`config.mk`:
```
export PLATFORM = sky130hd
export DESIGN_NAME = gtfraw_vnc_rx_run_ctrl
export DESIGN_NICKNAME = d
export VERILOG_FILES = /design/src/rtl/gtfraw_vnc_rx_run_ctrl.sv
export SDC_FILE = /design/constraint.sdc
export NUM_CORES = 1
export LEC_CHECK = 0
export CORE_MARGIN = 4
export CORE_UTILIZATION = 50
export CTS_CLUSTER_DIAMETER = 120
export DETAILED_ROUTE_END_ITERATION = 8
export PLACE_DENSITY = 0.77
export SYNTH_ARGS = -nofsm -noshare
export SYNTH_HDL_FRONTEND = slang
export SYNTH_SLANG_ARGS = --single-unit
```
`constraint.sdc`:
```
create_clock -name rx_clk -period 3.61 [get_ports rx_clk]
set_input_delay 0.722 -clock rx_clk [delete_from_list [all_inputs] [get_ports rx_clk]]
set_output_delay 0.722 -clock rx_clk [all_outputs]
set_load 0.05 [all_outputs]
```
`src/rtl/gtfraw_vnc_rx_run_ctrl.sv`:
```
// GTF RAW RX latency run controller: sequences monitor enable windows,
// measures arm-to-SOF delay per event and accumulates min/max/sum stats.
//
// Ports:
//   rx_clk, rx_rst        clock, synchronous active-high reset
//   start_run, abort_run  run control from the CSR block
//   cfg_num_events        events per run (0 means 1)
//   cfg_holdoff           mon_en low cycles between events (0 means 1)
//   cfg_timeout           max ARM cycles per event (0 disables)
//   rx_sof                SOF marker from the RX monitor
//   ctl_vnc_mon_en        monitor enable window
//   run_busy, run_done    run status / end-of-run pulse
//   run_timeout           sticky: the run ended by timeout
//   run_aborted           sticky: the run ended by abort
//   event_cnt             events captured in the run
//   last_delay            delay of the most recent event
//   delay_min, delay_max  delay extremes in the run
//   delay_sum             saturating delay sum in the run
module gtfraw_vnc_rx_run_ctrl #(
  parameter int CNT_W = 16,
  parameter int DLY_W = 24,
  parameter int SUM_W = 40
) (
  input  logic             rx_clk,
  input  logic             rx_rst,
  input  logic             start_run,
  input  logic             abort_run,
  input  logic [CNT_W-1:0] cfg_num_events,
  input  logic [CNT_W-1:0] cfg_holdoff,
  input  logic [DLY_W-1:0] cfg_timeout,
  input  logic             rx_sof,
  output logic             ctl_vnc_mon_en,
  output logic             run_busy,
  output logic             run_done,
  output logic             run_timeout,
  output logic             run_aborted,
  output logic [CNT_W-1:0] event_cnt,
  output logic [DLY_W-1:0] last_delay,
  output logic [DLY_W-1:0] delay_min,
  output logic [DLY_W-1:0] delay_max,
  output logic [SUM_W-1:0] delay_sum
);

  localparam logic [1:0] S_IDLE = 2'd0;
  localparam logic [1:0] S_ARM  = 2'd1;
  localparam logic [1:0] S_HOLD = 2'd2;
  localparam logic [1:0] S_DONE = 2'd3;

  logic [1:0]       state_q;
  logic [1:0]       state_d;
  logic [CNT_W-1:0] num_q;
  logic [CNT_W-1:0] hold_q;
  logic [CNT_W-1:0] hold_cnt_q;
  logic [DLY_W-1:0] tmo_q;
  logic [DLY_W-1:0] dly_q;
  logic             go;
  logic             in_arm;
  logic             in_hold;
  logic             abort_acc;
  logic             sof_acc;
  logic             tmo_hit;
  logic             last_evt;
  logic [CNT_W-1:0] evt_inc;
  logic [SUM_W:0]   sum_ext;

  assign in_arm    = (state_q == S_ARM);
  assign in_hold   = (state_q == S_HOLD);
  // abort beats start in IDLE, and beats SOF/timeout in ARM
  assign go        = (state_q == S_IDLE) && start_run && !abort_run;
  assign abort_acc = abort_run && (in_arm || in_hold);
  assign sof_acc   = in_arm && rx_sof && !abort_run;
  assign tmo_hit   = in_arm && !rx_sof && !abort_run &&
                     (tmo_q != '0) &&
                     (dly_q == tmo_q - DLY_W'(1));

  assign evt_inc  = (event_cnt == '1) ? event_cnt
                                      : event_cnt + CNT_W'(1);
  assign last_evt = (evt_inc == num_q);
  assign sum_ext  = {1'b0, delay_sum} + (SUM_W+1)'(dly_q);

  always_comb begin
    state_d = state_q;
    unique case (state_q)
      S_IDLE: if (go) state_d = S_ARM;
      S_ARM: begin
        if (abort_acc)    state_d = S_DONE;
        else if (sof_acc) state_d = last_evt ? S_DONE : S_HOLD;
        else if (tmo_hit) state_d = S_DONE;
      end
      S_HOLD: begin
        if (abort_acc)              state_d = S_DONE;
        else if (hold_cnt_q == '0)  state_d = S_ARM;
      end
      S_DONE:  state_d = S_IDLE;
      default: state_d = S_IDLE;
    endcase
  end

  always_ff @(posedge rx_clk) begin
    if (rx_rst) begin
      state_q        <= S_IDLE;
      num_q          <= '0;
      hold_q         <= '0;
      hold_cnt_q     <= '0;
      tmo_q          <= '0;
      dly_q          <= '0;
      ctl_vnc_mon_en <= 1'b0;
      run_busy       <= 1'b0;
      run_done       <= 1'b0;
      run_timeout    <= 1'b0;
      run_aborted    <= 1'b0;
      event_cnt      <= '0;
      last_delay     <= '0;
      delay_min      <= '1;
      delay_max      <= '0;
      delay_sum      <= '0;
    end else begin
      state_q        <= state_d;
      ctl_vnc_mon_en <= (state_d == S_ARM);
      run_busy       <= (state_d != S_IDLE);
      run_done       <= (state_d == S_DONE);

      // counter is zero everywhere but ARM, so each window starts at 0
      if (in_arm) begin
        if (dly_q != '1) dly_q <= dly_q + DLY_W'(1);
      end else begin
        dly_q <= '0;
      end

      if (go) begin
        num_q <= (cfg_num_events == '0) ? CNT_W'(1)
                                        : cfg_num_events;
        hold_q <= (cfg_holdoff == '0) ? CNT_W'(1)
                                      : cfg_holdoff;
        tmo_q       <= cfg_timeout;
        event_cnt   <= '0;
        last_delay  <= '0;
        delay_min   <= '1;
        delay_max   <= '0;
        delay_sum   <= '0;
        run_timeout <= 1'b0;
        run_aborted <= 1'b0;
      end

      if (sof_acc) begin
        hold_cnt_q <= hold_q - CNT_W'(1);
        last_delay <= dly_q;
        event_cnt  <= evt_inc;
        delay_sum  <= sum_ext[SUM_W] ? '1
                                     : sum_ext[SUM_W-1:0];
        if (dly_q < delay_min) delay_min <= dly_q;
        if (dly_q > delay_max) delay_max <= dly_q;
      end else if (in_hold && hold_cnt_q != '0) begin
        hold_cnt_q <= hold_cnt_q - CNT_W'(1);
      end

      if (tmo_hit)   run_timeout <= 1'b1;
      if (abort_acc) run_aborted <= 1'b1;
    end
  end

endmodule

```
Yosys cells after proc, flatten, opt, wreduce, memory -nomap -nowiden
Index checks and enable logic that the tools add are counted.
{"block": "word_totals", "regBits": 231, "latchBits": 0, "mem_bits_rw": 0, "rom_bits": 0, "in_bits": 61, "output_inout_bits": 133, "wordCells": 88, "n_memories": 0}
{"block": "classes", "n_addsub": 6, "mul": 0, "div_mod_pow": 0, "order_cmp": 2, "eq_ne": 9, "n_shift": 0, "mux": 29, "bitwise_logic": 1, "n_reduce_logical": 25}
{"op": "24-bit two-way mux", "count": 8}
{"op": "40-bit two-way mux", "count": 3}
{"op": "16-bit two-way mux", "count": 7}
{"op": "16-bit zero test", "count": 3}
{"op": "40-bit by 24-bit adder with 41-bit output", "count": 1}
{"op": "16-bit by 1-bit subtractor with 16-bit output, second input constant", "count": 2}
{"op": "24-bit by 1-bit adder with 24-bit output, second input constant", "count": 1}
{"op": "24-bit equality test", "count": 1}
{"op": "24-bit > comparator", "count": 1}
{"op": "24-bit less-than comparator", "count": 1}
{"op": "24-bit inequality test, second input constant", "count": 1}
{"op": "24-bit nonzero test", "count": 1}
{"op": "24-bit by 1-bit subtractor with 24-bit output, second input constant", "count": 1}
{"op": "16-bit by 1-bit adder with 16-bit output, second input constant", "count": 1}
{"op": "16-bit equality test", "count": 1}
{"op": "16-bit equality test, second input constant", "count": 1}
{"op": "16-bit nonzero test", "count": 1}
{"op": "2-bit two-way mux", "count": 6}
{"op": "1-bit logical AND", "count": 10}
{"op": "2-bit nonzero test", "count": 5}
{"op": "2-bit case mux with 4 select lines", "count": 1}
{"op": "2-bit equality test, second input constant", "count": 3}
{"op": "2-bit by 1-bit equality test with 1-bit output, second input constant", "count": 2}
{"op": "1-bit two-way mux", "count": 4}
{"op": "5 further kinds", "count": 6}

Logic depth before layout (Yosys ltp)
Gate-level depths: netlist of run 1.
{"block": "logic_depth", "ltp_word": 10, "ltp_mapped": 16, "mapped_depth_nobuf": 11}

Least setup slack after synthesis of run 1
OpenSTA, ideal clock, no wires.
{"block": "synth_path", "kind": "input to register", "from": "in abort_run", "to": "reg hold_cnt_q[14]", "setup_time_ps": 86, "arrival_time_ps": 3720, "t_required_ps": 3524, "slack_ps": -195, "stages": 14, "path_buffers": 5, "path_cell_list": "and3b_1 > buf_6 > clkbuf_1 > clkbuf_1 > clkbuf_1 > clkbuf_1 > mux2i_1 > ha_1 > nand3_2 > nor4_4 > nand3_1 > nand3b_1 > xor2_1 > a211oi_1"}
{"block": "synth_between", "elab_chain_len": 3, "word_cells_on_any_way": 4, "classes_between": "mux: 1; reduce/logical: 3"}
{"element": "start, declared", "line_no": "27", "source": "input logic abort_run,"}
{"element": "1-bit zero test (*)", "line_no": "71", "source": "assign sof_acc = in_arm && rx_sof && !abort_run;"}
{"element": "1-bit logical AND (*)", "line_no": "71"}
{"element": "16-bit two-way mux or 2-bit nonzero test (tied branches)"}
{"element": "end signal, assigned", "line_no": "146", "source": "hold_cnt_q <= hold_q - CNT_W'(1);"}
{"element": "end signal, assigned", "line_no": "154", "source": "hold_cnt_q <= hold_cnt_q - CNT_W'(1);"}
{"element": "end, declared", "line_no": "53", "source": "logic [CNT_W-1:0] hold_cnt_q;"}
Mark *: on every way between the ends. The rest lies on a longest branch, timed or not.
A chain may end at the register's enable or synchronous reset.

Worst setup path in the final report of run 1
{"block": "layout_path", "from": "reg tmo_q[0]", "to": "reg ctl_vnc_mon_en"}
{"block": "layout_between", "elab_chain_len": 8, "word_cells_on_any_way": 10, "classes_between": "add/sub: 1; eq/ne: 2; mux: 4; reduce/logical: 3"}
{"element": "start, declared", "line_no": "54", "source": "logic [DLY_W-1:0] tmo_q;"}
{"element": "start signal, assigned", "line_no": "135", "source": "tmo_q <= cfg_timeout;"}
{"element": "24-bit by 1-bit subtractor with 24-bit output or 24-bit nonzero test (tied branches)", "line_no": "74, 73"}
{"element": "24-bit equality test or 1-bit logical AND (tied branches)", "line_no": "74, 72"}
{"element": "1-bit logical AND (*)", "line_no": "73", "source": "(tmo_q != '0) &&"}
{"element": "2-bit two-way mux (*)", "line_no": "88", "source": "else if (tmo_hit) state_d = S_DONE;"}
{"element": "2-bit two-way mux (*)", "line_no": "87", "source": "else if (sof_acc) state_d = last_evt ? S_DONE : S_HOLD;"}
{"element": "2-bit two-way mux (*)", "line_no": "86", "source": "if (abort_acc) state_d = S_DONE;"}
{"element": "2-bit case mux with 4 select lines (*)", "line_no": "83", "source": "unique case (state_q)"}
{"element": "2-bit by 1-bit equality test with 1-bit output (*)", "line_no": "119", "source": "ctl_vnc_mon_en <= (state_d == S_ARM);"}
{"element": "end signal, assigned", "line_no": "119"}
{"element": "end, declared", "line_no": "32", "source": "output logic ctl_vnc_mon_en,"}
Marked as above.

==> flow_summary.ini, run 1 <==
[run_status]
outcome = finished, final reports clean

[setup_path]
crit_path_start_kind = flop
arrival_ps = 3630
critPathTopFamily = simple AND/OR/NAND/NOR gates
r2r_start = tmo_q[0]
reg2regPathDepth = 10
crit_chain = inv_1 > ha_1 > nor4b_4 > nand2_2 > or4_1 > a22oi_1 > nand4b_1 > a2111oi_2 > nor2_2 > o21a_1
crit_slowest_cell = or4_1
path_depth = 10
crit_start = tmo_q[0]
max_stage_delay_ps = 520
critPathBufInv = 1
critPathKind = flop to flop
crit_path_end = ctl_vnc_mon_en
required_ps = 4030
r2r_end = ctl_vnc_mon_en
crit_path_max_fanout = 6
crit_path_end_kind = flop
ff2ff_setup_slack_ps = 400

[global_route]
grt_usage = 0.274
antenna_found_initial = 1
use_met2 = 0.452
busiest_layer = met2
grt_pass1_wl_um = 69000
overflow = 0
grt_max_degree = 64
grtUsageMet1 = 0.377
grt_pass1_vias = 12700
met3_usage = 0.0364

[sta]
hold_violations = 0
finClkSkew_ps = 12.1
slew-limit-headroom = 0.171
setup_viol = 0
drv_slew = 0
rsz0062_at_grt = false
fin_crit_sh = 0.888
tns_ps = 0
max_freq_mhz = 312
tightest_slew_ps = 1240
finalCriticalPeriod_ps = 3210

[clock_tree]
cts_tree = done
postCtsSetupBuffers = 0
cts_root_buf = clkbuf_16
clkSlewWorstSetupHoldPaths_ps = 60
cts_buffers = 26
cts_resized = 0
cts_num_sinks = 231
clk_path_buf_depth = 3
htree_num_levels = 1
hold_buffers = 0
clock_latency_ps = 540

[worst_hold_path]
hold_path.class = flop to flop
hold_start = num_q[8]

[power]
power_leakage_nw = 6.74
peakVddDrop_uv = 292
p_total_mw = 6.60
powerDensity_nw_per_um2 = 390

[routing]
vias = 13600
routed_via_density = 6.17
routed_wl_um = 43200
drtAntennaViolNets = 0
drt_iter0_drc = 1239
drt_pass1_iterations = 6
remaining_drc_errors = 0
wl_per_cell_um = 19.6

[finish]
final_common_cell = dfxtp_1
multiInputGateArea_um2 = 8350
seqCellArea_um2 = 4620
fill_cells = 2305
area_growth_pct = 23.4
drive_above_1_share = 0.0798
final_nets = 1988
mostFrequentLayoutCells = 231 x dfxtp_1, 192 x clkdlybuf4s50_1, 184 x nand2_1

[job]
maxCapViolations = 0

[synth]
async_reset_ff_frac = 0
synth_area_um2 = 13700
synth_cell_types = 91
synth_cells = 1679
synth_nets = 1820
synth_seq_cells = 231
synth_area_per_cell_um2 = 8.17
ys.flop_type = dfxtp_1
yosysSeqAreaShare = 0.337
synth_enable_flop_cells = 0
synth_warnings = 0

[floorplanning]
fp.dieH_um = 174
core_um2 = 27000
rows = 60
io_pins = 194
die_w_um = 174
die_area_um2 = 30100
initial_core_util = 0.509

[place]
gp_congestion = 0.932
hpwl_um = 31500
numPortBuffers = 193
[cells in the mapped netlist (44+ instances only)]
library cell	instances	area, µm²
dfxtp_1	231	4620
nand2_1	184	691
a21oi_1	149	746
nor2_1	130	488
clkbuf_1	89	334
ha_1	79	988
inv_1	69	259
o21ai_0	56	280
nand3_1	55	275
xor2_1	54	473
xnor2_1	50	438
a211oi_1	47	353
nor3_1	44	220
[worst register-to-register path, stage by stage, from the launching register on]
cell       delay (ps)
dfxtp_1           360
inv_1              90
ha_1              260
nor4b_4           460
nand2_2           150
or4_1             520
a22oi_1           320
nand4b_1          200
a2111oi_2         420
nor2_2            110
o21a_1            200
[per-layer routing]
layer / up-vias / wire length [µm]
li1: 6494 / -
met4: 0 / 1290
met1: 6481 / 18800
met3: 85 / 3300
met5: - / 0
met2: 572 / 19800
[sequential cells by signal, indices dropped and copies added, names as in the netlist, 2 cells and up]
register and count:
event_cnt 16, hold_cnt_q 16, tmo_q 24, delay_sum 40, hold_q 16, dly_q 24
delay_max 24, state_q 2, delay_min 24, num_q 16, last_delay 24
[final cells by class]
| class | instances | share of cell area |
|---|---|---|
| Antenna cell | 1 | 0.000148 |
| Clock buffer | 40 | 0.0464 |
| Clock inverter | 7 | 0.00525 |
| Inverter | 70 | 0.0155 |
| Multi-Input combinational cell | 1266 | 0.493 |
| Sequential cell | 231 | 0.273 |
| Tap cell | 341 | 0.0252 |
| Timing Repair Buffer | 252 | 0.141 |
[kinds of logic after synthesis]
| group | share of synthesized area |
|---|---|
| DFF | 0.337 |
| buffers and inverters | 0.0556 |
| xor gates and xnor gates | 0.0664 |
| AOI/OAI and AO/OA | 0.243 |
| muxes | 0.0113 |
| and+or+nand+nor | 0.213 |
| adders and majority gates | 0.0735 |
[worst min-delay path by stage]
stage                      to  slack (ps)  depth (start not counted)
floorplan           hold_q[3]         440                          2
global placement    num_q[10]         460                          2
detailed placement   num_q[8]         460                          2
CTS                  num_q[8]         470                          2
global route         num_q[3]         500                          2
finish               num_q[8]         470                          2
[power by group]
group / internal, mW / switching, mW / total, mW / leakage, nW
logic: 0.454 / 0.686 / 1.14 / 4.44
clock network: 1.63 / 1.09 / 2.72 / 0.433
registers: 2.64 / 0.101 / 2.74 / 1.87
total: 4.73 / 1.87 / 6.60 / 6.74
[stage by stage]
| step | setup slack [ps] | utilization | instance area (µm²) | hold WS (ps) | instances |
|---|---|---|---|---|---|
| after floorplan | 79.6 | - | 13700 | 436 | 1679 |
| after global placement | 184 | 0.595 | 16000 | 456 | 2160 |
| after detailed placement | 88.3 | 0.595 | 16000 | 460 | 2160 |
| after CTS | 435 | 0.628 | 16900 | 468 | 2207 |
| after global routing | 190 | 0.628 | 16900 | 496 | 2208 |
| final | 404 | 0.628 | 16900 | 466 | 2208 |
(Power assumes the default switching activity.)
==> run 2: changes to the inputs <==
Settings changed: RECOVER_POWER from default to 25.
==> run 2 against run 1 <==
Effect of this change:
- total power decreased by 0.19%
- non-clock buffer count did not move
- register-to-register slack about the same
- sequential share of layout area about the same
- final cell count is the same
- critical path depth unchanged
- largest power group unchanged
==> flow_summary.ini, run 2 (synthesized netlist as in run 1, its figures left out) <==
[floorplanning]
die_w_um = 174
core_um2 = 27000
rows = 60
fp.dieH_um = 174
io_pins = 194
die_area_um2 = 30100
initial_core_util = 0.509

[setup_path]
crit_path_end_kind = flop
arrival_ps = 3620
crit_chain = inv_1 > ha_1 > nor4b_4 > nand2_2 > or4_1 > a22oi_1 > nand4b_1 > a2111oi_2 > nor2_2 > o21a_1
r2r_start = tmo_q[0]
crit_slowest_cell = or4_1
critPathKind = flop to flop
crit_path_max_fanout = 6
crit_path_start_kind = flop
required_ps = 4030
r2r_end = ctl_vnc_mon_en
ff2ff_setup_slack_ps = 410
reg2regPathDepth = 10
max_stage_delay_ps = 520

[worst_hold_path]
whs_path_depth = 2
hold_path.class = flop to flop
hold_start = num_q[8]
holdPathEnd = num_q[8]

[finish]
seqCellArea_um2 = 4620
final_nets = 1988
drive_above_1_share = 0.0782
largest_register = delay_sum
area_growth_pct = 23.3
final_common_cell = dfxtp_1
largest_reg_flops = 40
fill_cells = 2307
multiInputGateArea_um2 = 8340
mostFrequentLayoutCells = 231 x dfxtp_1, 184 x nand2_1, 169 x clkdlybuf4s50_1
design_area_um2 = 16900

[clock_tree]
cts_buffers = 26
cts_resized = 0
cts_root_buf = clkbuf_16
cts_tree = done
clock_latency_ps = 530
clk_path_buf_depth = 3
cts_num_sinks = 231
hold_buffers = 0
clkSlewWorstSetupHoldPaths_ps = 60
postCtsSetupBuffers = 0
htree_num_levels = 1

[place]
numPortBuffers = 193
hpwl_um = 31500
placed_cell_area_um2 = 16000
gp_congestion = 0.932

[sta]
finClkSkew_ps = 10.0
max_freq_mhz = 312
finalCriticalPeriod_ps = 3200
drv_slew = 0
tightest_slew_ps = 1460
setup_viol = 0
rsz0062_at_grt = false
hold_violations = 0
tns_ps = 0
fin_crit_sh = 0.887
slew-limit-headroom = 0.0251

[routing]
routed_wl_um = 43200
wl_per_cell_um = 19.6
routed_via_density = 6.17
drt_pass1_iterations = 7
vias = 13600
drtAntennaViolNets = 0
remaining_drc_errors = 0
drt_iter0_drc = 1202

[global_route]
grt_max_degree = 64
overflow = 0
grt_usage = 0.274
grt_pass1_wl_um = 69000
grt_pass1_vias = 12700
antenna_found_initial = 1

[job]
maxCapViolations = 0

[power]
powerDensity_nw_per_um2 = 390
power_leakage_nw = 6.81
peakVddDrop_uv = 290

[run_status]
outcome = finished, final reports clean
run 2: cell count changes in the layout (fill, tap and decap cells not counted):
| cell | delta |
|---|---|
| nor4_1 | +1 |
| clkdlybuf4s50_1 | -23 |
| nor4_2 | -1 |
| clkbuf_2 | +1 |
| buf_4 | -3 |
| dlygate4sd3_1 | +23 |
| clkbuf_1 | +2 |
run 2: routing by layer:
metal | global-route usage | up-vias | wire, µm
li1 | - | 6499 | -
met1 | 0.377 | 6446 | 18800
met2 | 0.452 | 594 | 19800
met3 | 0.0364 | 89 | 3320
met4 | 0.0772 | 0 | 1340
met5 | 0 | - | 0
run 2: worst max-delay path by stage:
stage,from,end,depth (start not counted)
after global placement,abort_run,hold_cnt_q[15],10
after CTS,tmo_q[0],ctl_vnc_mon_en,10
after detailed placement,abort_run,hold_cnt_q[14],10
after floorplan,abort_run,hold_cnt_q[14],14
final,tmo_q[0],ctl_vnc_mon_en,10
after global routing,abort_run,hold_q[15],7
run 2: critical path, delay by kind of cell (launching register included):
kind            cells  cell delay [ps]
simple gates        5             1430
compound gates      3              940
flops               1              360
fa+ha+maj           1              260
buf+inv             1               90
run 2: power breakdown:
part           internal, mW  total, mW  switching (mW)  leakage (nW)
logic                 0.452       1.14           0.685          4.51
clock network          1.63       2.71            1.08         0.433
registers              2.64       2.74           0.101          1.87
run 2: layout make-up:
cell class / instances / area share
Antenna cell: 1 / 0.000148
Clock buffer: 40 / 0.0464
Clock inverter: 7 / 0.00525
Inverter: 70 / 0.0155
Multi-Input combinational cell: 1266 / 0.493
Sequential cell: 231 / 0.274
Tap cell: 341 / 0.0252
Timing Repair Buffer: 252 / 0.140
run 2: per-stage QoR:
stage / setup WS [ps] / std cells / power (mW) / hold slack, ps / utilization
finish: 408 / 2208 / 6.59 / 466 / 0.627
global route: 143 / 2208 / 6.82 / 496 / 0.627
CTS: 435 / 2207 / 6.62 / 468 / 0.628
detailed placement: 88.3 / 2160 / 3.92 / 460 / 0.595
global placement: 184 / 2160 / 3.90 / 456 / 0.595
floorplan: 79.6 / 1679 / 3.56 / 436 / -
==> run 3: changes to the inputs <==
Settings changed: CAP_MARGIN from default to 20, CORE_UTILIZATION 50 to 56, PLACE_DENSITY 0.77 to 0.82.
Clock period 3.61 ns to 3.5 ns, I/O delays scaled along.
==> run 3 against run 2 <==
Effect of this change:
- total power increased by 2.4%
- die area decreased by 10%
- worst hold slack improved by 15 ps
- first-iteration DRC count increased by 18%
- wire length decreased by 2.3%
- combinational power about the same
- critical endpoint is now run_done
- non-clock buffer count increased by 9
- worst setup slack got worse by 88 ps
- critical path type unchanged
==> flow_summary.ini, run 3 (synthesized netlist as in run 1, its figures left out) <==
[run_status]
outcome = finished, final reports clean

[clock_tree]
cts_tree = done
htree_num_levels = 1
cts_num_sinks = 231
cts_buffers = 26
cts_root_buf = clkbuf_16
clkSlewWorstSetupHoldPaths_ps = 60
hold_buffers = 0
clk_path_buf_depth = 3
postCtsSetupBuffers = 0
cts_resized = 0
clock_latency_ps = 530

[power]
peakVddDrop_uv = 300
power_leakage_nw = 6.84
powerDensity_nw_per_um2 = 398

[routing]
drtAntennaViolNets = 0
routed_via_density = 6.24
wl_per_cell_um = 19.2
drt_iter0_drc = 1413
remaining_drc_errors = 0
drt_pass1_iterations = 8
routed_wl_um = 42200
vias = 13700

[setup_path]
max_stage_delay_ps = 520
crit_path_max_fanout = 11
crit_path_end_kind = flop
arrival_ps = 3630
required_ps = 3950
critPathKind = flop to flop
crit_path_start_kind = flop
crit_slowest_cell = nor4_2
crit_chain = ha_1 > nand4_1 > nor4_2 > buf_4 > o2111ai_1 > and3_1 > a211oi_1 > o2111ai_2 > nand3_2 > nor3b_2

[global_route]
grt_pass1_vias = 13200
grt_usage = 0.304
grt_pass1_wl_um = 67700
grt_max_degree = 66
antenna_found_initial = 0
overflow = 0

[floorplanning]
core_um2 = 24200
die_w_um = 165
die_area_um2 = 27100
io_pins = 194
rows = 57
initial_core_util = 0.567
fp.dieH_um = 165

[finish]
fill_cells = 1891
final_nets = 1997
drive_above_1_share = 0.0816
largest_register = delay_sum
final_util = 0.700
final_common_cell = dfxtp_1
mostFrequentLayoutCells = 231 x dfxtp_1, 184 x nand2_1, 165 x clkdlybuf4s50_1
largest_reg_flops = 40
antenna_cells = 0
area_growth_pct = 23.4

[sta]
slew-limit-headroom = 0.114
setup_viol = 0
hold_violations = 0
drv_slew = 0
finClkSkew_ps = 11.3
tightest_slew_ps = 1330
fin_crit_sh = 0.909
finalCriticalPeriod_ps = 3180
tns_ps = 0
max_freq_mhz = 314
rsz0062_at_grt = false

[worst_hold_path]
hold_path.class = flop to flop

[place]
gp_congestion = 0.948
hpwl_um = 30800
numPortBuffers = 193

[job]
maxCapViolations = 0
-- run 3: changes by cell type in the layout (fill, tap and decap cells not counted), sizes merged --
cell,previous run,this run
clkdlybuf4s50,169,165
dlygate4sd3,23,27
clkinvlp,0,1
clkinv,5,6
diode,1,0
inv,70,69
clkbuf,43,46
buf,57,61
-- run 3: path summary, 6_finish.rpt --
path                      from  endpoint  slack (ps)  depth (start not counted)
setup / recovery  event_cnt[1]  run_done         320                         10
hold / removal        num_q[3]  num_q[3]         480                          2
setup reg to reg  event_cnt[1]  run_done         320                         10
hold reg to reg       num_q[3]  num_q[3]         480                          2
-- run 3: per-layer routing --
layer	track usage	up-vias	part of all wire
met3	0.0482	107	0.089
met1	0.407	6484	0.42
met2	0.501	612	0.46
met4	0.104	0	0.035
met5	0	-	0
li1	-	6508	-
-- run 3: worst max-delay path, delay by kind of cell (launching register included) --
| family | cells | cell delay, ps |
|---|---|---|
| AO/OA/AOI/OAI | 3 | 670 |
| adder cells (fa/ha/maj) | 1 | 320 |
| buffers and inverters | 1 | 260 |
| flip-flops | 1 | 480 |
| AND/OR/NAND/NOR | 5 | 1380 |
-- run 3: layout make-up --
class | instances | area, µm² | share of cell area
inverter | 70 | 263 | 0.0155
clock inverter | 8 | 92.6 | 0.00547
clock buffer | 38 | 777 | 0.0459
sequential | 231 | 4620 | 0.273
timing repair buffer | 261 | 2420 | 0.143
multi-input combinational | 1266 | 8350 | 0.493
tap | 324 | 405 | 0.0239
-- run 3: per-stage QoR --
| step | hold WS (ps) | area, µm² | instances | power (mW) | worst slack [ps] |
|---|---|---|---|---|---|
| finish | 481 | 16900 | 2198 | 6.75 | 320 |
| global route | 492 | 16900 | 2198 | 7.02 | 125 |
| CTS | 478 | 16900 | 2197 | 6.77 | 401 |
| detailed placement | 467 | 16100 | 2151 | 4.03 | 63.7 |
| global placement | 463 | 16100 | 2151 | 4.01 | 209 |
| floorplan | 436 | 13700 | 1679 | 3.67 | 75.2 |
-- run 3: where the power goes --
part	switching [mW]	internal [mW]	total (mW)
Combinational	0.696	0.473	1.17
Clock	1.08	1.67	2.75
Sequential	0.102	2.72	2.82
Total	1.88	4.87	6.75
